File: src/rtl/fetch_queue.sv
`default_nettype none
// ============================================================================
// fetch_queue : in-order instruction fetch queue between PC register and decode
// Rev 1.0
// ============================================================================
module fetch_queue #(
    parameter  int DEPTH = 2,
    localparam int CNT_W = $clog2(DEPTH + 1)
) (
    input  logic        clk,
    input  logic        rst_n,
    input  logic [31:0] pc,
    output logic [31:0] pc_next,
    output logic        imem_req_valid,
    output logic [31:0] imem_req_addr,
    input  logic        imem_req_ready,
    input  logic        imem_rsp_valid,
    input  logic [31:0] imem_rsp_data,
    input  logic        redirect_valid,
    input  logic [31:0] redirect_pc,
    output logic        id_valid,
    input  logic        id_ready,
    output logic [31:0] id_instr,
    output logic [31:0] id_pc
);

    localparam int AW = (DEPTH > 1) ? $clog2(DEPTH) : 1;

    logic [31:0]      r_pc    [DEPTH];
    logic [31:0]      r_instr [DEPTH];
    logic [DEPTH-1:0] r_filled;
    logic [AW-1:0]    r_head;
    logic [AW-1:0]    r_alloc;
    logic [AW-1:0]    r_fill;
    logic [CNT_W-1:0] r_occ;
    logic [CNT_W-1:0] r_drop;
    logic [CNT_W-1:0] r_unf;

    logic w_credit;
    logic w_req_valid;
    logic w_accept;
    logic w_rsp_drop;
    logic w_rsp_fill;
    logic w_id_valid;
    logic w_pop;

    // Outstanding stale responses consume credit just like live entries.
    assign w_credit    = ({1'b0, r_occ} + {1'b0, r_drop}) < (CNT_W + 1)'(DEPTH);
    assign w_req_valid = rst_n & ~redirect_valid & w_credit;
    assign w_accept    = w_req_valid & imem_req_ready;
    assign w_rsp_drop  = imem_rsp_valid & (r_drop != '0);
    assign w_rsp_fill  = imem_rsp_valid & (r_drop == '0) & (r_unf != '0);
    assign w_id_valid  = rst_n & (r_occ != '0) & r_filled[r_head] & ~redirect_valid;
    assign w_pop       = w_id_valid & id_ready;

    assign imem_req_valid = w_req_valid;
    assign imem_req_addr  = pc;
    assign id_valid       = w_id_valid;
    assign id_instr       = rst_n ? r_instr[r_head] : 32'h0;
    assign id_pc          = rst_n ? r_pc[r_head]    : 32'h0;

    always_comb begin
        pc_next = pc;
        if (rst_n) begin
            if (redirect_valid) begin
                pc_next = redirect_pc;
            end else if (w_accept) begin
                pc_next = pc + 32'd4;
            end
        end
    end

    always_ff @(posedge clk) begin
        if (!rst_n) begin
            r_head   <= '0;
            r_alloc  <= '0;
            r_fill   <= '0;
            r_occ    <= '0;
            r_drop   <= '0;
            r_unf    <= '0;
            r_filled <= '0;
            for (int i = 0; i < DEPTH; i++) begin
                r_pc[i]    <= 32'h0;
                r_instr[i] <= 32'h0;
            end
        end else if (redirect_valid) begin
            r_head   <= '0;
            r_alloc  <= '0;
            r_fill   <= '0;
            r_occ    <= '0;
            r_unf    <= '0;
            r_filled <= '0;
            // A response arriving now belongs to a pre-redirect request too.
            r_drop   <= r_drop - CNT_W'(w_rsp_drop) + r_unf - CNT_W'(w_rsp_fill);
        end else begin
            if (w_accept) begin
                r_pc[r_alloc]     <= pc;
                r_filled[r_alloc] <= 1'b0;
                r_alloc           <= r_alloc + AW'(1);
            end
            if (w_rsp_fill) begin
                r_instr[r_fill]  <= imem_rsp_data;
                r_filled[r_fill] <= 1'b1;
                r_fill           <= r_fill + AW'(1);
            end
            if (w_pop) begin
                r_filled[r_head] <= 1'b0;
                r_head           <= r_head + AW'(1);
            end
            r_occ  <= r_occ + CNT_W'(w_accept) - CNT_W'(w_pop);
            r_unf  <= r_unf + CNT_W'(w_accept) - CNT_W'(w_rsp_fill);
            r_drop <= r_drop - CNT_W'(w_rsp_drop);
        end
    end

endmodule
`default_nettype wire

File: config.mk
export PLATFORM = sky130hd
export DESIGN_NAME = fetch_queue
export DESIGN_NICKNAME = d
export VERILOG_FILES = /design/src/rtl/fetch_queue.sv
export SDC_FILE = /design/constraint.sdc
export NUM_CORES = 1
export LEC_CHECK = 0
export BUFFER_PORTS_ARGS = -buffer_cell sky130_fd_sc_hd__buf_4
export CAP_MARGIN = 20
export CORE_AREA = 2 2 149 107
export CTS_BUF_LIST = sky130_fd_sc_hd__clkbuf_4
export DETAILED_ROUTE_END_ITERATION = 16
export DIE_AREA = 0 0 151 109
export PLACE_DENSITY = 0.9
export REMOVE_ABC_BUFFERS = 1
export SYNTH_ARGS = -nofsm -noshare
export SYNTH_HDL_FRONTEND = slang
export SYNTH_SLANG_ARGS = --single-unit
export TNS_END_PERCENT = 100
File: constraint.sdc
create_clock -name clk -period 3.6 [get_ports clk]
set_input_delay 0.18 -clock clk [delete_from_list [all_inputs] [get_ports clk]]
set_output_delay 0.18 -clock clk [all_outputs]
set_load 0.05 [all_outputs]
Word-level counts from Yosys, hierarchy flattened
Memory sizes are Yosys's and may differ from the RTL's. A register that Yosys moved wholly into a read port is not among the register bits. Cells that the tools add are included. W data, S select, Z words.

Flip-flop bits (word level): 11. Bits in latches: 0. Bits in writable memories: 128. Bits in read-only memories: 0. Bits of input ports: 102. Output and inout bits: 130. Logic and storage cells: 95. Memories kept: 2.

$add $sub $neg: 12. Multipliers: 0. Div/mod/pow operators: 0. Magnitude comparators: 7. Eq/ne operators: 0. Shift operators: 0. Multiplexer cells: 40. Bitwise operators: 17. Reductions and logical operators: 10.

Memory list: r_instr (depth 2, width 32, read ports 1, clocked after memory_dff 1, wr ports 2, RTL line 30) `logic [31:0] r_instr [DEPTH];`; r_pc (depth 2, width 32, read ports 1, clocked after memory_dff 1, wr ports 2, RTL line 29) `logic [31:0] r_pc [DEPTH];`.

Operators by type and width (number): $mux W32 (7); $reduce_or A32 Y1 (2); $add A32 B3 Y32 const B (1); $mux W1 (22); $mux W2 (8); $and A1 B1 Y1 (10); $sub A2 B1 Y2 (4); $lt A1 B2 Y1 const B (3); $reduce_bool A2 Y1 (3); $add A2 B1 Y2 (2); $and A2 B2 Y2 (2); $not A2 Y2 (2); $add A1 B1 Y1 const B (3); $add A2 B2 Y3 (1); $demux W1 S1 (3); $ge A1 B1 Y1 const B (3); $logic_and A1 B1 Y1 (3); $lt A3 B2 Y1 const B (1); $add A2 B2 Y2 (1); $logic_not A2 Y1 (1); $not A1 Y1 (2); $or A2 B2 Y2 (1); $reduce_or A2 Y1 (1).

Depth between registers and ports, before layout
Gate-level depths: netlist (run 1).

Word-level depth: 15. Gate-level depth with buffers: 12. Gate-level depth less buffers: 11.

Least setup slack after synthesis (run 1)
No wires, ideal clock.

Path type: register -> output. Start point: reg r_drop[0]. End point: out pc_next[13]. Arrival: 3806 ps. Data required time: 3420 ps. Setup slack: -386 ps. Cell stages (with the launch flop): 8. Path buffers: 1. Cell sequence: dfxtp_1 and2_1 fa_1 or4b_1 buf_4 nor4_4 nand2_1 o311ai_0.

Cells in the longest elaborated chain, start to end: 7.

Ends and longest elaborated chain: start, declared (RTL line 36) `logic [CNT_W-1:0] r_drop;`; start signal, assigned (RTL line 94) `r_drop <= r_drop - CNT_W'(w_rsp_drop) + r_unf - CNT_W'(w_rsp_fill);`; start signal, assigned (RTL line 112) `r_drop <= r_drop - CNT_W'(w_rsp_drop);`; $add A2 B2 Y3 (RTL line 48) `assign w_credit = ({1'b0, r_occ} + {1'b0, r_drop}) < (CNT_W + 1)'(DEPTH);`; $lt A3 B2 Y1 (RTL line 48); $and A1 B1 Y1 (RTL line 49) `assign w_req_valid = rst_n & ~redirect_valid & w_credit;`; $and A1 B1 Y1 (RTL line 50) `assign w_accept = w_req_valid & imem_req_ready;`; $mux W32 (RTL line 67) `end else if (w_accept) begin`; $mux W32 (RTL line 65) `if (redirect_valid) begin`; $mux W32 (RTL line 64) `if (rst_n) begin`; end, declared (RTL line 13) `output logic [31:0] pc_next,`.

No other way between the ends.

Worst setup path after layout (run 1)
Start point: reg r_drop[0]. End point: out pc_next[30].

The elaborated chain is that of the path after synthesis.

==> metrics.md, run 1 <==
| Metric | Value |
|---|---|
| Max Cap Violations | 0 |
| Final net count | 1102 |
| Syn_area_per_cell | 10.9 um2 |
| Main synth FF type | edfxtp_1 |
| Die Wd | 151 um |
| Yosys cell types | 69 |
| Final Hold Viols | 0 |
| Initial DRC count | 596 |
| EDFF count, synth | about 130 |
| CP required | between 3 and 4 ns |
| Non-Filler Cell Area, Final | 0.0107 mm2 |
| Reg area | about 0.0041 mm2 |
| DP Area | 0.00972 mm2 |
| #FFs+latches synth | 140 |
| RSZ-0062 raised after global routing | true |
| DP HPWL | 15.1 mm |
| Fmax | 268 MHz |
| Fin Clk Skew | approximately 0.024 ns |
| Post-Synthesis Cells | ~740 |
| Final WL | approximately 23 mm |
| Fillers | 1079 |
| DR DRC count | 0 |
| Minimum clock period | 3.74 ns |
| Antenna violation net count after detailed routing | 0 |
| CTS Sinks | 140 |
| Die Ht | 109 um |
| Largest net degree at the start of global routing | 83 |
| Multi-input logic area | 0.00347 mm2 |
| CTS tree | yes |
| Root buf cell | clkbuf_4 |
| Slew Viols, Final | 0 |
| Final WS setup | -0.137 ns |
| First-pass GRT wire length | between 30 and 40 mm |
| Leakage power | 4.41 nW |
| Row count | 38 |
| Startpoint types | flop |
| Slew headroom | 0.449 |
| Routability cong. | 0.861 |
| Sequential share of the synthesized area | 0.510 |
| Setup-failing EPs final | 1 |
| Initial DRT Pass Iterations | 5 |
| Yosys warnings | 0 |
| Final non-filler cell total | between 1000 and 1500 |
| WP data arrival | ~3.6 ns |
| CTS buffer count | 17 |
| Number of global-route vias before repair | around 6400 |
| GRT Residual Overflow | 0 |
| Via density | 5.55 |
| Worst-case clock buffer depth | 2 |
| Number of port buffers | 231 |
| Outcome | complete, but fails checks |
| Core area | 0.0151 mm2 |
| Placed Cells | 1110 |
| Htree depth | 4 |
| Violations in the final reports | setup timing |
| Mapped cell area | about 0.0080 mm2 |
| Initial antenna violation count | 0 |
| Final Cycle Share | 1.04 |
| Crit path max fanout | 5 |
| P&R area growth vs syn | 33.5% |
| Setup CP Type | flop to output pin |
| Clock latency at the later pin of the worst-skew pair | 0.56 ns |
| Cell area power density | 366 mW/mm2 |
| Initial cell density of the core | 0.529 |
| Critical Path End Type | output pin |
| I/O Pins | 232 |
| Number of diodes | 0 |
| Least-Margin Pin Slew | 0.826 ns |
| FFs w/ async S/R, synth | 0 |
| GRT Util Overall | 0.281 |
| Hold Crit Class | input pin to flop |
| Fraction of layout cells with a size suffix above 1 | 0.312 |
| IR drop worst, VDD | roughly 0.25 mV |
| Avg WL per Cell | 19.5 um |
| Worst-path clk slew | 0.12 ns |
| Setup total negative slack | -0.137 ns |
| DIE AREA | 0.0165 mm2 |
| Via count | 6679 |
==> metal layers <==
layer	track usage	wire length [um]
met1	0.356	9100
met5	0	0
met2	0.466	11300
met4	0.0955	753
met3	0.0841	2330
==> stage by stage <==
stage,util,hold slack (ns),setup slack [ns],power [W]
final,0.706,0.0524,-0.137,0.00391
after CTS,0.700,0.00896,0.00268,0.00389
after detailed placement,0.643,0.468,0.373,0.00291
after floorplan,-,0.302,-0.446,0.00245
after global placement,0.643,0.465,0.421,0.00289
after global routing,0.706,0.0226,-0.247,0.00407
==> registers in the layout, indices dropped and copies added, names as in the netlist, named ones only <==
register  flops
r_pc         64
r_drop        2
r_instr      64
r_occ         2
r_fill        1
r_unf         2
r_head        1
r_alloc       1
r_filled      2
==> Yosys cell counts, drive strengths merged (8+ instances only) <==
master,instances,area (um2)
clkbuf,37,140
nand2,31,116
o22ai,12,75.1
nand4,8,71.3
nor4,8,108
edfxtp,128,3840
nor2b,71,444
a21oi,14,70.1
nor2,37,141
and3,30,188
o21ai,15,75.1
dfxtp,12,240
buf,43,300
nand3,16,97.6
and2,98,613
inv,17,63.8
ha,8,100
nor3,19,100
mux2i,64,641
==> timing repair <==
item / CTS / global route
pin swaps: 4 / 11
buffers inserted: 1 / 2
gates resized for setup: 4 / 17
hold endpoints to repair: 115 / 0
setup endpoints to repair: 7 / 16
hold buffers: 59 / 0
==> worst paths after layout <==
path	from	slack (ns)	cells after the start	endpoint
worst max-delay path	r_drop[0]	-0.14	10	pc_next[30]
worst max register to register	r_drop[0]	0.67	9	r_pc[1][8]
worst min register to register	r_head	0.51	2	r_filled[0]
worst min-delay path	pc[5]	0.05	3	r_pc[0][5]
==> placed cells by master, fill, tap and decap left out, drive strengths merged, types with 3 or more instances in the layout <==
cell         instances
buf                257
edfxtp             128
and2                98
nor2b               71
mux2i               64
dlygate4sd3         59
nor2                37
nand2               31
and3                30
inv                 20
nor3                19
clkbuf              17
nand3               16
o21ai               15
a21oi               14
o22ai               12
dfxtp               12
clkinv              12
ha                   8
nand4                8
nor4                 8
a22oi                6
xnor2                6
and4                 4
a311oi               4
nand2b               3
or3                  3
a211oi               3
xor2                 3
==> cells by family after synthesis <==
logic type / share of synthesized area
simple gates: 0.254
fa+ha+maj: 0.0150
flops: 0.510
xor+xnor: 0.00985
mux: 0.0801
compound gates: 0.0669
buf+inv: 0.0641
==> final cells by class <==
type / count / share of cell area
clock buffer: 17 / 0.0120
clock inverter: 15 / 0.0115
inverter: 19 / 0.00680
multi-input combinational: 497 / 0.325
sequential: 140 / 0.383
tap: 200 / 0.0234
timing repair buffer: 316 / 0.238
==> where the power goes <==
part	switching [W]	internal, W
registers	0.0000381	0.00187
clock network	0.000599	0.000340
logic	0.000675	0.000390
==> worst max-delay path, stage by stage (launching register included) <==
cell and delay, ns:
dfxtp_4 0.37, and2_4 0.15, fa_1 0.42, or4b_4 0.53, buf_6 0.16, nor4_4 0.23
nand4_2 0.18, buf_6 0.18, o211ai_1 0.42, nand3_4 0.18, buf_8 0.19
No activity file was read; power rests on OpenSTA's default activity.
==> run 2, diff against run 1 <==
- HOLD_SLACK_MARGIN: unset -> 0.06
==> metrics.md, run 2 (same netlist as run 1, synthesis figures left out) <==
| Metric | Value |
|---|---|
| CP required | 3.42 ns (about the same) |
| Non-Filler Cell Area, Final | 0.0107 mm2 (+0.56%) |
| IR drop worst, VDD | 0.246 mV (about the same) |
| Core area | 0.0151 mm2 (unchanged) |
| First-pass GRT wire length | 34.6 mm (+0.64%) |
| Via density | 5.56 (+0.17%) |
| Slew Viols, Final | 0 (unchanged) |
| Final net count | 1108 (+0.54%) |
| Commonest non-fill, non-tap cell in the layout | buf_4 |
| Via count | 6724 (+0.67%) |
| Initial DRT Pass Iterations | 7 (+2) |
| Root buf cell | clkbuf_4 |
| Most frequent cells in the layout | buf_4, edfxtp_1, and2_1 |
| Worst path cell trace | and2_4 -> fa_1 -> or4b_4 -> buf_6 -> nor4_4 -> nand4_2 -> buf_6 -> o211ai_1 -> nand3_4 -> buf_8 |
| DP Area | 0.00972 mm2 (unchanged) |
| CP max stage cell | or4b_4 |
| GRT Residual Overflow | 0 (unchanged) |
| Crit path max fanout | 5 (unchanged) |
| WP data arrival | 3.33 ns (-0.23 ns) |
| Critical Path End Type | output pin |
| Fraction of layout cells with a size suffix above 1 | 0.310 (-0.00185) |
| Initial cell density of the core | 0.529 (unchanged) |
| Fmax | 285 MHz (+6.5%) |
| Worst-path clk slew | 0.11 ns (about the same) |
| Top flop regs | r_instr (64), r_pc (64) |
| Antenna violation net count after detailed routing | 0 (unchanged) |
| CTS buffer count | 17 (unchanged) |
| Clock latency at the later pin of the worst-skew pair | 0.56 ns (about the same) |
| GRT Util Overall | 0.283 (+0.00171) |
| Minimum clock period | 3.51 ns (-0.228 ns) |
| Crit-path leading delay family | simple AND/OR/NAND/NOR gates |
| Max incr delay on CP | 0.53 ns (about the same) |
| Least-Margin Pin Slew | 0.831 ns (+0.00468 ns) |
| P&R area growth vs syn | 34.2% |
| Htree depth | 4 (unchanged) |
| Max Cap Violations | 0 (unchanged) |
| DP HPWL | 15.1 mm (unchanged) |
| Crit path buf inv count | 3 (unchanged) |
| Startpoint types | flop |
| Number of diodes | 0 (unchanged) |
| Setup-failing EPs final | 0 (-1) |
| CTS tree | yes |
| Number of port buffers | 231 (unchanged) |
| Fillers | 1067 (-1.1%) |
| Final Cycle Share | 0.975 (-0.0633) |
| Placed Cells | 1110 (unchanged) |
| Most frequent CP cell | buf_6 |
| Final non-filler cell total | 1210 (+0.50%) |
| Row count | 38 (unchanged) |
| CTS Sinks | 140 (unchanged) |
| Die Wd | 151 um (unchanged) |
| Final WL | 23.5 mm (about the same) |
| Die Ht | 109 um (unchanged) |
| Hold Crit Class | input pin to flop |
| Cell area power density | 364 mW/mm2 (-0.47%) |
| DIE AREA | 0.0165 mm2 (unchanged) |
| Initial DRC count | 599 (+0.50%) |
| Setup CP Type | flop to output pin |
| RSZ-0062 raised after global routing | true |
| Largest net degree at the start of global routing | 83 (unchanged) |
| Worst-case clock buffer depth | 2 (unchanged) |
| Final Hold Viols | 0 (unchanged) |
| Routability cong. | 0.861 (unchanged) |
| Slew headroom | 0.446 (-0.00312) |
| Outcome | completed |
| Number of global-route vias before repair | 6397 (+0.46%) |
| Initial antenna violation count | 0 (unchanged) |
| I/O Pins | 232 (unchanged) |
| Leakage power | 4.43 nW (+0.57%) |
| Avg WL per Cell | 19.4 um (-0.44%) |
| DR DRC count | 0 (unchanged) |
| Fin Clk Skew | 0.0190 ns (-0.00456 ns) |
run 2: cell types whose count changed in the layout (fill, tap and decap cells not counted), sizes merged:
cell / change
dlygate4sd3: +6
run 2: path summary, 6_finish.rpt:
path | from | endpoint | slack, ns | cells after the start
hold reg to reg | r_head | r_filled[0] | 0.52 | 2
setup / recovery | r_drop[0] | pc_next[30] | 0.09 | 10
setup reg to reg | r_drop[0] | r_pc[1][1] | 0.66 | 9
hold / removal | redirect_valid | r_drop[1] | 0.14 | 3
run 2: timing repair:
item,CTS,global route
setup endpoints to repair,7,16
pin swaps,4,11
buffers inserted,1,2
hold endpoints to repair,129,0
hold buffers,65,0
resized for setup,4,17
run 2: cell type report:
cell class | instances | area (um2) | share of cell area
clock buffers | 17 | 128 | 0.0119
clock inverters | 15 | 123 | 0.0114
inverters | 19 | 72.6 | 0.00676
multi-input cells | 497 | 3470 | 0.323
flip-flops and latches | 140 | 4090 | 0.381
well taps | 200 | 250 | 0.0233
repair buffers | 322 | 2600 | 0.242
run 2: power by group:
part           total, W  internal [W]  switching [W]  leakage, nW
Combinational   0.00107      0.000394       0.000674         2.87
Clock          0.000939      0.000340       0.000599        0.141
Sequential      0.00191       0.00187      0.0000377         1.42
run 2: metal layers:
layer  GRT usage  routed length [um]  share of wire  vias up
met4      0.0935                 542          0.023        0
met3      0.0833                2380           0.10       43
met5           0                   0              0        -
met1       0.357                9080           0.39     3211
li1            -                   -              -     3121
met2       0.472               11500           0.49      349
run 2: per-stage QoR:
stage | setup slack [ns] | util | power (W) | TNS (ns) | hold slack [ns]
floorplan | -0.446 | - | 0.00245 | -1.07 | 0.302
global placement | 0.421 | 0.643 | 0.00289 | 0 | 0.465
detailed placement | 0.373 | 0.643 | 0.00291 | 0 | 0.468
CTS | 0.00268 | 0.704 | 0.00389 | 0 | 0.0948
global route | -0.0347 | 0.710 | 0.00407 | -0.0517 | 0.137
finish | 0.0906 | 0.710 | 0.00391 | 0 | 0.142
run 2: worst reg2reg max path, cell delays in order (launching register included):
cell and delay, ns:
dfxtp_4 0.37, and2_4 0.15, fa_1 0.42, or4b_4 0.53
buf_6 0.16, nor2_2 0.13, buf_4 0.22, nand2_1 0.10
nand2_1 0.09, buf_4 0.41
